==> config.mk <==
export PLATFORM = sky130hd
export DESIGN_NAME = wb_multi_arbiter
export DESIGN_NICKNAME = d
export VERILOG_FILES = /design/src/rtl/wb_arb_pkg.sv /design/src/rtl/rr_priority_pick.sv /design/src/rtl/wb_multi_arbiter.sv
export SDC_FILE = /design/constraint.sdc
export NUM_CORES = 1
export LEC_CHECK = 0
export ABC_CLOCK_PERIOD_IN_PS = 1500
export BUFFER_PORTS_ARGS = -buffer_cell sky130_fd_sc_hd__buf_2
export CORE_AREA = 4 4 107 109
export CTS_CLUSTER_SIZE = 40
export DETAILED_ROUTE_END_ITERATION = 8
export DIE_AREA = 0 0 111 113
export GPL_ROUTABILITY_DRIVEN = 0
export GPL_TIMING_DRIVEN = 0
export MAX_ROUTING_LAYER = met4
export RECOVER_POWER = 50
export SLEW_MARGIN = 10
export SYNTH_ARGS = -nofsm -noshare
export SYNTH_HDL_FRONTEND = slang
export SYNTH_SLANG_ARGS = --single-unit
==> constraint.sdc <==
create_clock -name clk -period 1.5 [get_ports clk]
set_input_delay 0.15 -clock clk [delete_from_list [all_inputs] [get_ports clk]]
set_output_delay 0.15 -clock clk [all_outputs]
set_load 0.05 [all_outputs]
==> src/rtl/wb_arb_pkg.sv <==
// wb_arb_pkg: shared FSM encodings, arbitration modes and width helper for the Wishbone arbiter
package wb_arb_pkg;
  localparam logic [0:0] IDLE  = 1'b0;
  localparam logic [0:0] OWNED = 1'b1;
  localparam int ARB_FIXED = 0;
  localparam int ARB_RR    = 1;
  function automatic int clog2_min1(input int v);
    return (v <= 2) ? 1 : $clog2(v);
  endfunction
endpackage

==> src/rtl/rr_priority_pick.sv <==
// rr_priority_pick: one-hot pick of the first set request bit scanning upward from base, wrapping at N
module rr_priority_pick
  import wb_arb_pkg::*;
#(
  parameter int N  = 2,
  parameter int IW = clog2_min1(N)
) (
  input  logic [N-1:0]  req,
  input  logic [IW-1:0] base,
  output logic [N-1:0]  gnt
);
  logic [2*N-1:0] dbl_req;
  logic [2*N-1:0] dbl_gnt;
  logic [N-1:0]   rot;
  logic [N-1:0]   lo;
  // rotate so base sits at bit 0, isolate the lowest set bit, then rotate back
  always_comb begin
    dbl_req = {req, req} >> base;
    rot     = dbl_req[N-1:0];
    lo      = rot & (~rot + N'(1));
    dbl_gnt = {lo, lo} << base;
    gnt     = dbl_gnt[2*N-1:N];
  end
endmodule

==> src/rtl/wb_multi_arbiter.sv <==
// wb_multi_arbiter: N-master Wishbone arbiter with registered one-hot grant, fixed/RR priority and beat limit
module wb_multi_arbiter
  import wb_arb_pkg::*;
#(
  parameter int N_MASTERS = 2,
  parameter int ADDR_W    = 32,
  parameter int DATA_W    = 32,
  parameter int SEL_W     = DATA_W / 8,
  parameter int RR_MODE   = 1,
  parameter int MAX_BEATS = 8
) (
  input  logic                        clk,
  input  logic                        rst,
  input  logic [N_MASTERS-1:0]        m_cyc_i,
  input  logic [N_MASTERS-1:0]        m_stb_i,
  input  logic [N_MASTERS-1:0]        m_we_i,
  input  logic [N_MASTERS*SEL_W-1:0]  m_sel_i,
  input  logic [N_MASTERS*ADDR_W-1:0] m_adr_i,
  input  logic [N_MASTERS*DATA_W-1:0] m_dat_i,
  output logic [N_MASTERS-1:0]        m_ack_o,
  output logic [DATA_W-1:0]           m_dat_o,
  output logic                        s_cyc_o,
  output logic                        s_stb_o,
  output logic                        s_we_o,
  output logic [SEL_W-1:0]            s_sel_o,
  output logic [ADDR_W-1:0]           s_adr_o,
  output logic [DATA_W-1:0]           s_dat_o,
  input  logic                        s_ack_i,
  input  logic [DATA_W-1:0]           s_dat_i,
  output logic [N_MASTERS-1:0]        grant_o
);
  localparam int IW = clog2_min1(N_MASTERS);
  localparam int BW = clog2_min1(MAX_BEATS + 1);
  localparam logic [IW-1:0] LAST_IDX  = IW'(N_MASTERS - 1);
  localparam logic [BW-1:0] LAST_BEAT = BW'(MAX_BEATS - 1);

  logic [0:0]           state_q, state_d;
  logic [N_MASTERS-1:0] grant_q, grant_d;
  logic [IW-1:0]        last_q, last_d;
  logic [BW-1:0]        beat_cnt_q, beat_cnt_d;
  logic [N_MASTERS-1:0] req, pick;
  logic [IW-1:0]        owner, pick_base;
  logic                 rel;

  assign req = m_cyc_i & m_stb_i;

  rr_priority_pick #(.N(N_MASTERS), .IW(IW)) u_pick (
    .req  (req),
    .base (pick_base),
    .gnt  (pick)
  );

  // one-hot AND-OR muxes; grant is all zeros in IDLE, which parks the slave side at 0
  always_comb begin
    owner   = '0;
    s_sel_o = '0;
    s_adr_o = '0;
    s_dat_o = '0;
    for (int k = 0; k < N_MASTERS; k++) begin
      owner   = owner | (grant_q[k] ? IW'(k) : '0);
      s_sel_o = s_sel_o | (m_sel_i[k*SEL_W +: SEL_W] & {SEL_W{grant_q[k]}});
      s_adr_o = s_adr_o | (m_adr_i[k*ADDR_W +: ADDR_W] & {ADDR_W{grant_q[k]}});
      s_dat_o = s_dat_o | (m_dat_i[k*DATA_W +: DATA_W] & {DATA_W{grant_q[k]}});
    end
  end

  assign s_cyc_o = |(m_cyc_i & grant_q);
  assign s_stb_o = |(m_stb_i & grant_q);
  assign s_we_o  = |(m_we_i & grant_q);
  assign m_ack_o = grant_q & {N_MASTERS{s_ack_i}};
  assign m_dat_o = s_dat_i;
  assign grant_o = grant_q;

  // arbitration, release and beat counting
  always_comb begin
    pick_base  = (RR_MODE == ARB_RR) ? ((last_q == LAST_IDX) ? '0 : last_q + IW'(1)) : '0;
    rel        = (state_q == OWNED) && (!s_cyc_o || ((MAX_BEATS != 0) && s_ack_i && beat_cnt_q == LAST_BEAT));
    state_d    = state_q;
    grant_d    = grant_q;
    last_d     = last_q;
    beat_cnt_d = beat_cnt_q;
    if (state_q == IDLE) begin
      if (|req) begin
        state_d    = OWNED;
        grant_d    = pick;
        beat_cnt_d = '0;
      end
    end else if (rel) begin
      state_d = IDLE;
      grant_d = '0;
      last_d  = owner;
    end else if (s_ack_i && beat_cnt_q != '1) begin
      beat_cnt_d = beat_cnt_q + BW'(1);
    end
  end

  // state registers; reset parks the bus so master 0 wins the first RR round
  always_ff @(posedge clk) begin
    if (rst) begin
      state_q    <= IDLE;
      grant_q    <= '0;
      last_q     <= LAST_IDX;
      beat_cnt_q <= '0;
    end else begin
      state_q    <= state_d;
      grant_q    <= grant_d;
      last_q     <= last_d;
      beat_cnt_q <= beat_cnt_d;
    end
  end
endmodule

# == Word-level counts from Yosys, hierarchy flattened ==
# Index checks and enable logic that the tools add are counted.
# word_totals
latch_bits,0
romBits,0
out_inout_bits,107
inputBits,177
elab_cells,55
n_memories,0
ff_bits,8
ramBits,0
# classes
mul,0
eq_ne,5
mux,12
div,0
n_addsub,3
n_reduce_logical,13
magnitude_cmp,0
bitwise_logic,16
shifts,2
# op_table
operator,count
$and 32x32->32,4
$or 32x32->32,2
$mux 4,4
$and 2x2->2,6
$and 4x4->4,2
$reduce_or 2->1,4
$mux 2,3
$mux 1,5
$add 4x1->4 const B,1
$eq 4x3->1 const B,1
$ne 2x1->1 const B,2
$ne 4x4->1 const B,1
$or 4x4->4,1
$reduce_and 2->1,2
$shl 4x1->4,1
$shr 4x1->2,1
$logic_and 1x1->1,3
$reduce_and 3->1,1
$add 2x1->2 const B,1
$ne 2x2->1 const B,1
$not 2->2,1
$reduce_bool 2->1,1
$add 1x1->1 const B,1
$logic_not 1->1,1
$logic_or 1x1->1,1

# == Logic depth before layout (Yosys ltp) ==
# logic_depth
ltp_word,9
ltp_mapped,5
mapped_depth_nobuf,5

# == Cells and area by module ==
# Synthesis repeated with hierarchy kept, for this count alone.
# hier_totals
hier_cells,172
area_unflattened_um2,1370.1
# modules_own_cells
mod,area_each_um2,instances,cells_each
wb_multi_arbiter,1351.3,1,169
rr_priority_pick,18.8,1,3

# == Least setup slack after synthesis ==
# OpenSTA, ideal clock, no wires.
# synth_timing
path_kind,register to output
start,register grant_q[0] (netlist: grant_o[0])
end,output s_adr_o[0]
path_slack_ns,-0.379
stages_incl_launch_ff,4
t_arrival_ns,1.729
path_buffers,2
cell_sequence,dfxtp_1 -> clkbuf_1 -> clkbuf_1 -> a22o_1
# synth_via
elab_chain_len,2
# synth_lines
element,line_no,rtl
from (decl),wb_multi_arbiter.sv:38,"logic [N_MASTERS-1:0] grant_q, grant_d;"
from (signal assigned),wb_multi_arbiter.sv:106,grant_q <= grant_d;
$and 32x32->32,wb_multi_arbiter.sv:62,s_adr_o = s_adr_o | (m_adr_i[k*ADDR_W +: ADDR_W] & {ADDR_W{grant_q[k]}});
$or 32x32->32,wb_multi_arbiter.sv:62,
to (decl),wb_multi_arbiter.sv:26,"output logic [ADDR_W-1:0] s_adr_o,"
# No other way between the ends.

# == Final worst setup path ==
# layout_timing
start,register grant_q[0] (netlist: grant_o[0])
end,output s_adr_o[12]
# Same word-level chain as after synthesis.

==> impl_metrics.json <==
{
  "cts_root_buffer": "clkbuf_8",
  "leakage_nw": 2.01,
  "rr_worst_depth": 5,
  "hold_buffers": 0,
  "netlist-cell-type-count": 30,
  "core_um2": 10600,
  "clock_power_share_pct": 11.6,
  "synth.ff_latch_count": 8,
  "min_path_cells": 2,
  "cp_cell_sequence": "clkbuf_16 > clkbuf_8 > a22o_2 > buf_6",
  "antenna_found_initial": 0,
  "cts_buffer_depth": 2,
  "diodes": 0,
  "path_delay_family": "buffers and inverters",
  "slew_viol_final": 0,
  "max_cap_viol_count": 0,
  "areaGrowthSynthToFinish_pct": 174,
  "worst-path-max-fanout": 10,
  "yosys.area.top_type": "a22o_1",
  "rsz0062_at_grt": "true",
  "syn_nets": 350,
  "ys.flop_type": "dfxtp_1",
  "async_flop_share_pct": 0,
  "cpMaxStageDelayCell": "dfxtp_4",
  "fin_crit_sh_pct": 99.3,
  "wire_per_inst_um": 16.4,
  "path_buf_inv": 3,
  "firstDrtPassIters": 4,
  "clk_latency_ns": 0.23,
  "worst_pin_slew_ns": 0.627,
  "synth_seq_area_share_pct": 11.5,
  "dp.cells": 562,
  "seqPwrFrac_pct": 9.6,
  "synth_edf_count": 0,
  "die_y_um": 113,
  "post_layout_nonfiller_instances": 572,
  "routed_wl_um": 9360,
  "finalWorstSetupSlack_ns": 0.0100,
  "yosysMostFrequentCell": "a22o_1",
  "min_period_ns": 1.49,
  "end_kind": "output port",
  "cp.arrival_ns": 1.34,
  "synthTopCellsByArea": "a22o_1, buf_4, dfxtp_1",
  "switching_share_pct": 50.6,
  "worstHoldStart": "rst",
  "status": "complete, no violations",
  "yosys-top-cells-count": "a22o_1, buf_4, clkbuf_1",
  "switchingPower_mw": 1.24,
  "hpwl_um": 7180,
  "yosysWarnings": 0,
  "fin_nets": 611,
  "drive_gt1_share_pct": 84.0,
  "hold_class": "in -> reg",
  "crit_required_ns": 1.35,
  "hold_viol": 0,
  "place_area_um2": 2910,
  "hold_end": "beat_cnt_q[3]",
  "start_util_pct": 13.1,
  "grt_max_degree": 11,
  "rr_startpoint": "beat_cnt_q[0]",
  "start_kind": "register",
  "relSlewSlack_pct": 58.4,
  "die_area_um2": 12500,
  "fmax_mhz": 671,
  "peakVddDrop_mv": 0.354,
  "io_pins": 284,
  "clkSinkCount": 8,
  "avgSynthCellArea_um2": 8.07,
  "cts_tree": "yes",
  "vias_per_cell": 4.28,
  "gr-total-overflow": 0,
  "path_clk_slew_ns": 0.05,
  "grt_use_total_pct": 12.7,
  "powerDensity_nw_per_um2": 646,
  "portBuffers": 250,
  "grt_pass1_vias": 2495,
  "rows": 38,
  "synthDominantCellAreaShare_pct": 44.1,
  "worstSetupPathDepth": 4,
  "skew_ns": 0.00520,
  "fp.dieW_um": 111,
  "drt_iter0_markers": 74,
  "p_int_mw": 1.21,
  "dp_slack_ns": -0.592,
  "final_cell_area_um2": 3800,
  "ctsHtreeMaxLevel": 1,
  "post-route-util_pct": 35.9,
  "cts_buffers": 3,
  "drc_errors": 0,
  "r2r_slack_ns": 0.08,
  "p_comb_share_pct": 78.8,
  "synth_area_um2": 1390,
  "slowest_delay_ns": 0.36,
  "critPathKind": "reg -> out",
  "r2r-end": "beat_cnt_q[3]",
  "grt_pass1_wl_um": 12800,
  "ant_nets": 0,
  "setup_viol": 0,
  "num_vias": 2449,
  "syn_inst": 172,
  "finalSetupTns_ns": 0
}
==> layout by cell type (no fill, tap or decap), drive strengths merged <==
master	count
a31oi	1
and2	2
nor3	2
o211ai	1
o2111ai	2
a21o	2
o21a	1
nand2	6
a22oi	1
a41oi	1
buf	269
and3	1
o31ai	1
inv	2
dfxtp	8
a22o	71
or4	1
mux2i	2
nand4	2
o21ai	1
ha	1
nand2b	2
nand3	5
nor2	5
clkbuf	42
==> metal layers <==
layer / track usage (%) / vias to the layer above / wire length (µm) / part of all wire (%)
met3: 3.26 / 8 / 716 / 7.6
li1: - / 1168 / - / -
met2: 23.9 / 142 / 5170 / 55
met4: 1.89 / 0 / 84 / 0.90
met5: - / - / 0 / 0
met1: 13.8 / 1131 / 3390 / 36
==> worst max path at each step <==
stage / to / slack, ns / start
6_report: s_adr_o[12] / 0.01 / grant_o[0]
5_1_grt: s_dat_o[14] / -0.03 / grant_o[0]
3_5_place_dp: s_dat_o[27] / -0.59 / grant_o[1]
2_1_floorplan: beat_cnt_q[3] / -0.02 / grant_o[0]
4_1_cts: s_dat_o[6] / -0.01 / grant_o[0]
3_3_place_gp: s_dat_o[27] / -0.61 / grant_o[1]
==> worst reg2reg max path: cells and delay by family (launching register included) <==
kind / cells / cell delay [ns]
AO/OA/AOI/OAI: 1 / 0.17
AND/OR/NAND/NOR: 3 / 0.66
flip-flops: 1 / 0.33
adder cells (fa/ha/maj): 1 / 0.19
==> repair_timing <==
| item | in CTS | in global routing |
|---|---|---|
| pin swaps | 0 | 2 |
| cloned | 1 | 3 |
| setup endpoints to repair | 75 | 64 |
| buffers inserted | 0 | 2 |
| gates resized for setup | 196 | 32 |
==> power by group through the flow <==
stage | Combinational [mW] | Clock, mW | Sequential [mW]
2_1_floorplan | 1.10 | 0 | 0.241
3_3_place_gp | 1.53 | 0 | 0.235
3_5_place_dp | 1.54 | 0 | 0.236
4_1_cts | 1.86 | 0.297 | 0.236
5_1_grt | 2.02 | 0.309 | 0.237
6_report | 1.94 | 0.285 | 0.236
==> sequential cells by signal (all words and copies together), names as in the netlist <==
| signal | cells |
|---|---|
| grant_o | 2 |
| beat_cnt_q | 4 |
| state_q | 1 |
| last_q | 1 |
==> final cells by class <==
cell class                      instances  area (µm²)
Buffer                                 51         523
Clock buffer                            4        45.0
Fill cell                            1087        6800
Inverter                                2        7.51
Multi-Input combinational cell        111        1090
Sequential cell                         8         169
Tap cell                              140         175
Timing Repair Buffer                  256        1790
==> metrics by stage <==
stage / hold slack, ns / total power [mW]
floorplan: 0.358 / 1.34
global placement: 0.381 / 1.77
detailed placement: 0.387 / 1.78
CTS: 0.130 / 2.39
global route: 0.148 / 2.56
finish: 0.134 / 2.46
==> cells by family after synthesis <==
group	count (synthesis)	share of synthesized area (%)
DFF	8	11.5
AOI/OAI and AO/OA	82	51.4
muxes	2	1.44
adders and majority gates	1	0.901
and+or+nand+nor	26	10.3
buffers and inverters	53	24.5
Note: power is estimated with default switching activity, not from simulation.
